`src/rtl/motor_pkg.sv`:
```
// -----------------------------------------------------------------------------
// motor_pkg
// Shared types and widths for the motor-control datapath (PID controller and
// H-bridge PWM driver).
//   DUTY_W / CNT_W / DT_W : default widths of duty, period counter, dead time
//   drive_state_t         : H-bridge drive FSM states
//   dir_t                 : latched drive direction requested by the duty word
//   dir_to_state()        : maps a requested direction onto its drive state
// -----------------------------------------------------------------------------
package motor_pkg;

  localparam int DUTY_W = 24;
  localparam int CNT_W  = 16;
  localparam int DT_W   = 8;

  typedef enum logic [1:0] {
    ST_IDLE = 2'd0,
    ST_FWD  = 2'd1,
    ST_REV  = 2'd2,
    ST_DEAD = 2'd3
  } drive_state_t;

  typedef enum logic [1:0] {
    DIR_COAST = 2'd0,
    DIR_FWD   = 2'd1,
    DIR_REV   = 2'd2
  } dir_t;

  function automatic drive_state_t dir_to_state(input dir_t dir);
    case (dir)
      DIR_FWD: return ST_FWD;
      DIR_REV: return ST_REV;
      default: return ST_IDLE;
    endcase
  endfunction

endpackage

```
`src/rtl/pwm_period_counter.sv`:
```
// -----------------------------------------------------------------------------
// pwm_period_counter
// Free-running PWM period counter for one H-bridge channel.
//   CLK            : system clock
//   reset          : asynchronous, active-high reset
//   i_period       : PWM period in CLK cycles; values below 2 hold the counter
//   o_cnt          : current count, runs 0 .. i_period-1
//   o_wrap         : high in the last cycle of a period (boundary latch point)
//   o_period_ok    : i_period is usable (>= 2)
//   o_period_start : registered pulse, high in the cycle after o_cnt == 0
// -----------------------------------------------------------------------------
module pwm_period_counter #(
  parameter int CNT_W = motor_pkg::CNT_W
) (
  input  logic             CLK,
  input  logic             reset,
  input  logic [CNT_W-1:0] i_period,
  output logic [CNT_W-1:0] o_cnt,
  output logic             o_wrap,
  output logic             o_period_ok,
  output logic             o_period_start
);

  logic [CNT_W-1:0] r_cnt;
  logic             r_period_start;
  logic             w_period_ok;
  logic             w_wrap;

  assign w_period_ok = (i_period >= CNT_W'(2));

  // Compare with >= so that shrinking the period below the current count
  // wraps on the next cycle instead of running all the way round.
  assign w_wrap = w_period_ok && (r_cnt >= (i_period - CNT_W'(1)));

  // NOTE: clocked blocks use non-blocking assignments so every flop samples
  // the pre-edge value of the others, independent of statement order.
  always_ff @(posedge CLK or posedge reset) begin
    if (reset) begin
      r_cnt          <= '0;
      r_period_start <= 1'b0;
    end else if (!w_period_ok) begin
      r_cnt          <= '0;
      r_period_start <= 1'b0;
    end else begin
      r_cnt          <= w_wrap ? '0 : (r_cnt + CNT_W'(1));
      r_period_start <= (r_cnt == '0);
    end
  end

  assign o_cnt          = r_cnt;
  assign o_wrap         = w_wrap;
  assign o_period_ok    = w_period_ok;
  assign o_period_start = r_period_start;

endmodule

```
`src/rtl/pwm_hbridge_driver.sv`:
```
// -----------------------------------------------------------------------------
// pwm_hbridge_driver
// Converts the PID controller's signed duty word into direction pins and a
// PWM gate for one H-bridge channel. The duty word is sampled only at period
// boundaries; forward/reverse reversals pass through a dead-time state so the
// two bridge legs are never enabled together.
//   CLK          : system clock
//   reset        : asynchronous, active-high reset
//   enable       : synchronous run enable, low forces coast
//   duty         : signed duty command (two's complement)
//   deadband     : signed, only its magnitude is used; |duty| <= it coasts
//   period       : PWM period in CLK cycles (< 2 holds everything off)
//   deadtime     : reversal dead time in CLK cycles
//   in_a / in_b  : forward / reverse leg enables (registered)
//   pwm          : PWM gate (registered)
//   period_start : one-cycle pulse in the cycle after the counter is 0
//   saturated    : latched magnitude was clamped to the period
// -----------------------------------------------------------------------------
module pwm_hbridge_driver #(
  parameter int DUTY_W = motor_pkg::DUTY_W,
  parameter int CNT_W  = motor_pkg::CNT_W,
  parameter int DT_W   = motor_pkg::DT_W
) (
  input  logic                     CLK,
  input  logic                     reset,
  input  logic                     enable,
  input  logic signed [DUTY_W-1:0] duty,
  input  logic signed [DUTY_W-1:0] deadband,
  input  logic        [CNT_W-1:0]  period,
  input  logic        [DT_W-1:0]   deadtime,
  output logic                     in_a,
  output logic                     in_b,
  output logic                     pwm,
  output logic                     period_start,
  output logic                     saturated
);

  import motor_pkg::*;

  // ---------------------------------------------------------------------------
  // Period counter
  // ---------------------------------------------------------------------------
  logic [CNT_W-1:0] w_cnt;
  logic             w_wrap;
  logic             w_period_ok;
  logic             w_period_start;

  pwm_period_counter #(
    .CNT_W (CNT_W)
  ) u_counter (
    .CLK            (CLK),
    .reset          (reset),
    .i_period       (period),
    .o_cnt          (w_cnt),
    .o_wrap         (w_wrap),
    .o_period_ok    (w_period_ok),
    .o_period_start (w_period_start)
  );

  // Drive is allowed only while enabled and with a usable period.
  logic w_drive_ok;
  assign w_drive_ok = enable && w_period_ok;

  // ---------------------------------------------------------------------------
  // Sign-magnitude decode of the duty word
  // ---------------------------------------------------------------------------
  logic [DUTY_W-1:0] w_duty_u;
  logic [DUTY_W-1:0] w_db_u;
  logic [DUTY_W-1:0] w_duty_mag;
  logic [DUTY_W-1:0] w_db_mag;
  logic [DUTY_W-1:0] w_period_ext;
  logic              w_clamp;
  dir_t              w_dir_new;
  logic [CNT_W-1:0]  w_mag_new;
  logic              w_sat_new;

  assign w_duty_u     = duty;
  assign w_db_u       = deadband;
  assign w_period_ext = DUTY_W'(period);

  // NOTE: every variable written here gets a default first, so no path can
  // leave one unassigned and infer a latch.
  always_comb begin
    w_dir_new = DIR_COAST;
    w_mag_new = '0;
    w_sat_new = 1'b0;
    // Unsigned negate: the most negative duty maps to 2^(DUTY_W-1) exactly.
    w_duty_mag = w_duty_u[DUTY_W-1] ? (DUTY_W'(0) - w_duty_u) : w_duty_u;
    w_db_mag   = w_db_u[DUTY_W-1]   ? (DUTY_W'(0) - w_db_u)   : w_db_u;
    w_clamp    = (w_duty_mag > w_period_ext);
    if (w_duty_mag > w_db_mag) begin
      w_dir_new = w_duty_u[DUTY_W-1] ? DIR_REV : DIR_FWD;
      // Unclamped magnitude is <= period, so its low CNT_W bits hold it.
      w_mag_new = w_clamp ? period : w_duty_mag[CNT_W-1:0];
      w_sat_new = w_clamp;
    end
  end

  // ---------------------------------------------------------------------------
  // Boundary latch: target direction, active magnitude, saturation flag.
  // r_eval marks the cycle after a latch, where the FSM acts on the target.
  // ---------------------------------------------------------------------------
  dir_t             r_target;
  logic [CNT_W-1:0] r_mag_act;
  logic             r_saturated;
  logic             r_eval;

  always_ff @(posedge CLK or posedge reset) begin
    if (reset) begin
      r_target    <= DIR_COAST;
      r_mag_act   <= '0;
      r_saturated <= 1'b0;
      r_eval      <= 1'b0;
    end else begin
      r_eval <= w_wrap && enable;

      // While disabled the target is parked at coast so that re-enabling
      // cannot drive anything before a fresh boundary sample.
      if (!enable) begin
        r_target <= DIR_COAST;
      end else if (w_wrap) begin
        r_target <= w_dir_new;
      end

      if (enable && w_wrap) begin
        r_mag_act <= w_mag_new;
      end

      if (!w_period_ok) begin
        r_saturated <= 1'b0;
      end else if (enable && w_wrap) begin
        r_saturated <= w_sat_new;
      end
    end
  end

  // ---------------------------------------------------------------------------
  // Direction FSM
  // ---------------------------------------------------------------------------
  drive_state_t    r_state;
  drive_state_t    w_state_next;
  logic [DT_W-1:0] r_dt_cnt;
  logic [DT_W-1:0] w_dt_next;

  always_ff @(posedge CLK or posedge reset) begin
    if (reset) begin
      r_state  <= ST_IDLE;
      r_dt_cnt <= '0;
    end else begin
      r_state  <= w_state_next;
      r_dt_cnt <= w_dt_next;
    end
  end

  always_comb begin
    w_state_next = r_state;
    w_dt_next    = r_dt_cnt;
    if (!w_drive_ok) begin
      w_state_next = ST_IDLE;
      w_dt_next    = '0;
    end else begin
      case (r_state)
        ST_IDLE: begin
          // Coast to drive needs no dead time.
          if (r_eval) begin
            w_state_next = dir_to_state(r_target);
          end
        end

        ST_FWD: begin
          if (r_eval) begin
            if (r_target == DIR_COAST) begin
              w_state_next = ST_IDLE;
            end else if (r_target == DIR_REV) begin
              if (deadtime == '0) begin
                w_state_next = ST_REV;
              end else begin
                w_state_next = ST_DEAD;
                w_dt_next    = deadtime;
              end
            end
          end
        end

        ST_REV: begin
          if (r_eval) begin
            if (r_target == DIR_COAST) begin
              w_state_next = ST_IDLE;
            end else if (r_target == DIR_FWD) begin
              if (deadtime == '0) begin
                w_state_next = ST_FWD;
              end else begin
                w_state_next = ST_DEAD;
                w_dt_next    = deadtime;
              end
            end
          end
        end

        ST_DEAD: begin
          // Boundaries seen here only refresh the target; the count is not
          // restarted. The state is left as the count reaches zero, giving
          // exactly 'deadtime' cycles in DEAD, and goes to whatever target
          // is latched at that moment.
          w_dt_next = r_dt_cnt - DT_W'(1);
          if (r_dt_cnt <= DT_W'(1)) begin
            w_state_next = dir_to_state(r_target);
            w_dt_next    = '0;
          end
        end

        default: begin
          w_state_next = ST_IDLE;
          w_dt_next    = '0;
        end
      endcase
    end
  end

  // ---------------------------------------------------------------------------
  // Output registers. Gating with w_drive_ok here (not only through the FSM)
  // makes a dropped enable or a bad period silence the bridge on the very
  // next cycle. in_a and in_b decode one state value, so they are exclusive.
  // ---------------------------------------------------------------------------
  logic r_in_a;
  logic r_in_b;
  logic r_pwm;

  always_ff @(posedge CLK or posedge reset) begin
    if (reset) begin
      r_in_a <= 1'b0;
      r_in_b <= 1'b0;
      r_pwm  <= 1'b0;
    end else begin
      r_in_a <= w_drive_ok && (r_state == ST_FWD);
      r_in_b <= w_drive_ok && (r_state == ST_REV);
      r_pwm  <= w_drive_ok && ((r_state == ST_FWD) || (r_state == ST_REV))
                && (w_cnt < r_mag_act);
    end
  end

  assign in_a         = r_in_a;
  assign in_b         = r_in_b;
  assign pwm          = r_pwm;
  assign period_start = w_period_start;
  assign saturated    = r_saturated;

endmodule

```
`config.mk`:
```
export PLATFORM = sky130hd
export DESIGN_NAME = pwm_hbridge_driver
export DESIGN_NICKNAME = d
export VERILOG_FILES = /design/src/rtl/motor_pkg.sv /design/src/rtl/pwm_period_counter.sv /design/src/rtl/pwm_hbridge_driver.sv
export SDC_FILE = /design/constraint.sdc
export NUM_CORES = 1
export LEC_CHECK = 0
export BUFFER_PORTS_ARGS = -buffer_cell sky130_fd_sc_hd__buf_2
export CORE_MARGIN = 2
export CORE_UTILIZATION = 37
export CTS_CLUSTER_DIAMETER = 200
export DETAILED_ROUTE_END_ITERATION = 8
export GPL_TIMING_DRIVEN = 0
export PLACE_DENSITY = 0.56
export REMOVE_ABC_BUFFERS = 1
export SETUP_SLACK_MARGIN = 0.3
export SYNTH_ARGS = -nofsm -noshare
export SYNTH_HDL_FRONTEND = slang
export SYNTH_SLANG_ARGS = --single-unit
```
`constraint.sdc`:
```
create_clock -name CLK -period 5.1 [get_ports CLK]
set_clock_uncertainty 0.2 [all_clocks]
set_input_delay 0 -clock CLK [delete_from_list [all_inputs] [get_ports CLK]]
set_output_delay 0 -clock CLK [all_outputs]
set_load 0.05 [all_outputs]
```
==> parameters.txt <==
Parameter                              Value

Run status
  Result of the run    completed

Critical path
  R2r startpoint    r_dt_cnt[4]
  Worst reg2reg path depth    7
  Worst R2R Setup Slack    about 1900 ps
  Critical Path Source    deadband[5]
  Data arrival time of the critical path    ~4500 ps
  Maximum fanout count along the critical path    19
  RR Endpoint    r_state[0]
  Crit path kind    input port to flop
  Setup crit end kind    flop
  Data required time at the worst endpoint    5040 ps
  Element type at the critical path start    input port
  Capturing instance or port of the critical path    r_mag_act[2]

Placed design
  Pre-CTS WS    between 200 and 300 ps
  Final weighted congestion of routability-driven global placement    0.892
  Port Buf Inserts    79
  Post-DP HPWL    around 12 mm
  Cell area after placement    around 6000 sq um
  Post-Place Cells    895

Yosys
  Number of synthesized flops with an enable pin    0
  Synthesized instance count    about 650
  Avg Inst Size Synth    ~8.4 sq um
  Sequential fraction of the synthesis area    22.8%
  Total of flip-flops plus latches after synthesis    50
  Synth cell types    57
  Count of synthesis-stage warnings from yosys    0
  Post-synthesis async set-or-reset flop share    100%
  Primary flip-flop cell chosen by synthesis mapping    sky130_fd_sc_hd__dfrtp_1
  Netlist area before placement    ~5500 sq um

Timing
  Period utilisation layout    88.7%
  Time the worst path needs with I/O delays and setup    roughly 4500 ps
  Setup_tns    0 ps
  Max frequency    221 MHz
  Final count of hold timing violations    0
  Normalized max-slew margin    16.4%
  Number of failing setup endpoints in the final timing report    0
  Max-slew violations    0
  Tightest Pin Transition    roughly 1200 ps
  Slack of the critical path    574 ps
  Unrepaired setup endpoints after global routing    no
  Final Hold Slack    1.39 ps

Die
  Area of the core    roughly 15000 sq um
  Die height    126 microns
  Number of top-level pins    80
  Horiz. Die Dim    between 100 and 150 microns
  Effective utilization at floorplan    a little under two fifths
  DIE AREA    15800 sq um
  Row count    44

Drt
  Routed len/inst    15.7 microns
  Residual antenna-violating net count after detailed routing    0
  Number of vias per cell    about 5.5
  Via Count    5105
  Number of violations reported at the end of detailed-routing iteration 0    323
  First-pass iteration count of the detailed router    4
  Sum of routed wire length over all layers    roughly 15 mm
  Number of remaining DRC errors    0

GRT
  Global routing met1 resource utilization    about a quarter
  Largest net degree at the start of global routing    between 40 and 50
  First-pass GRT wire length    around 25 mm
  Met2 demand-to-capacity share in global routing    between 30% and 40%
  Met3 track demand over resource    between 1.5 and 2%
  Vias in the first global route    ~5100
  GR peak layer    met2
  Overall global routing resource usage    18.8%
  Number of antenna violations at the first check in global routing    0
  Congestion Overflow GR    0

Pwr
  Leakage power    between 3 and 4 nW
  Power Density    ~260 nW/um^2
  Total power consumption of the routed design    1.70 mW
  IR drop worst, VDD    about 0.14 mV

Final layout
  NumNets Final    904
  Post-route core utilization    ~45%
  Ant diodes    0
  Final design instance area without fill    6480 sq um
  Fraction of layout instances using a drive strength above 1    a little over an eighth
  Non-filler cells, final    approximately 930
  Relative area change from synthesis to final layout    18.0%

Min path
  Class of the most critical hold timing path    input port to flop
  Hold Path Stages    4

CTS
  Buffer depth of the longest clock path    2
  Master cell of the clock root buffer    sky130_fd_sc_hd__clkbuf_16
  Post-CTS Setup Inserts    0
  Num CTS Buffers    5
  Number of H-tree levels    2
  Clk sinks    50
  Clock tree from TritonCTS    built
  Clock-pin slew reported for the worst setup and hold paths after clock tree synthesis    about 70 ps
  Clock Latency Late Sink    290 ps

Job
  Max-cap viol count    0
area by class of cell:
cell class | instances | area (sq um)
sequential | 50 | 1250
clock buffer | 7 | 153
multi-input combinational | 521 | 3900
timing repair buffer | 109 | 706
tap | 184 | 230
fill | 1477 | 8060
clock inverter | 1 | 8.76
inverter | 60 | 225
cells in the mapped netlist, drive strengths merged (5+ instances only):
master	instances	share of area, %
mux2i	21	3.8
or4	13	1.9
nand2b	10	1.1
nor3	17	1.6
xnor2	41	6.5
or3	8	0.91
inv	60	4.1
a21o	18	2.5
nor4	12	1.4
o41ai	5	0.80
a211oi	5	0.68
buf	9	1.3
ha	82	19
nand2	30	2.1
a21oi	27	2.5
nor2b	5	0.57
clkbuf	11	0.75
o22ai	25	2.8
xor2	33	5.3
nor2	44	3.0
nand3	18	1.6
and3	8	0.91
nand4	10	1.1
o21ai	33	3.0
dfrtp	50	23
o31ai	15	2.1
state kept, by name, indices dropped and copies added, names as in the netlist:
name	flops
r_mag_act	16
u_counter.o_cnt	16
r_dt_cnt	8
r_state	2
r_target	2
in_a	1
in_b	1
pwm	1
r_eval	1
saturated	1
u_counter.o_period_start	1
critical path, cell delays in order:
cell and delay, ps:
sky130_fd_sc_hd__buf_2 120, sky130_fd_sc_hd__or4_1 590, sky130_fd_sc_hd__or4_1 510, sky130_fd_sc_hd__or4_1 510, sky130_fd_sc_hd__or4_1 450, sky130_fd_sc_hd__o21ai_0 240, sky130_fd_sc_hd__xor2_1 120, sky130_fd_sc_hd__ha_1 280
sky130_fd_sc_hd__and4_1 210, sky130_fd_sc_hd__nand3_1 140, sky130_fd_sc_hd__nor4_1 350, sky130_fd_sc_hd__and3_1 210, sky130_fd_sc_hd__a211o_1 530, sky130_fd_sc_hd__o22ai_1 190
what timing repair did:
item | 4_1_cts | 5_1_grt
endpoints found under the setup margin | 0 | 17
hold endpoints to repair | 74 | 1
hold buffers | 28 | 1
resized for setup | 0 | 2
layer usage:
layer	vias to the layer above	wire (microns)
li1	2564	-
met3	23	403
met2	106	7180
met5	-	0
met4	0	309
met1	2412	6710
cells by family after synthesis:
logic type	count (synthesis)	synth area share (%)
XOR/XNOR	74	11.8
AND/OR/NAND/NOR	190	18.4
flip-flops	50	22.8
buffers and inverters	80	6.13
adder cells (fa/ha/maj)	82	18.7
multiplexers	23	4.24
AO/OA/AOI/OAI	152	17.9
worst min-delay path by stage:
| stage | from | to |
|---|---|---|
| after floorplan | duty[23] | r_target[0] |
| after global placement | duty[0] | r_mag_act[0] |
| after detailed placement | reset | u_counter.o_cnt[2] |
| after CTS | enable | r_target[1] |
| after global routing | duty[11] | r_mag_act[11] |
| final | duty[15] | r_mag_act[15] |
report_power, final:
part | internal, mW | switching (mW) | leakage, nW | total (mW)
Clock | 0.210 | 0.152 | 0.0801 | 0.361
Sequential | 0.498 | 0.0891 | 0.671 | 0.588
Combinational | 0.343 | 0.411 | 2.43 | 0.755
Total | 1.05 | 0.652 | 3.18 | 1.70
layout by cell type (no fill, tap or decap), types with 21 or more instances in the layout:
cell type / Yosys / final
sky130_fd_sc_hd__ha_1: 82 / 82
sky130_fd_sc_hd__buf_2: 4 / 79
sky130_fd_sc_hd__inv_1: 60 / 59
sky130_fd_sc_hd__dfrtp_1: 50 / 50
sky130_fd_sc_hd__nor2_1: 44 / 44
sky130_fd_sc_hd__xnor2_1: 41 / 41
sky130_fd_sc_hd__xor2_1: 33 / 33
sky130_fd_sc_hd__o21ai_0: 30 / 30
sky130_fd_sc_hd__nand2_1: 30 / 30
sky130_fd_sc_hd__dlygate4sd3_1: 0 / 29
sky130_fd_sc_hd__a21oi_1: 27 / 27
sky130_fd_sc_hd__o22ai_1: 25 / 25
sky130_fd_sc_hd__mux2i_1: 21 / 21
(Power assumes the default switching activity.)
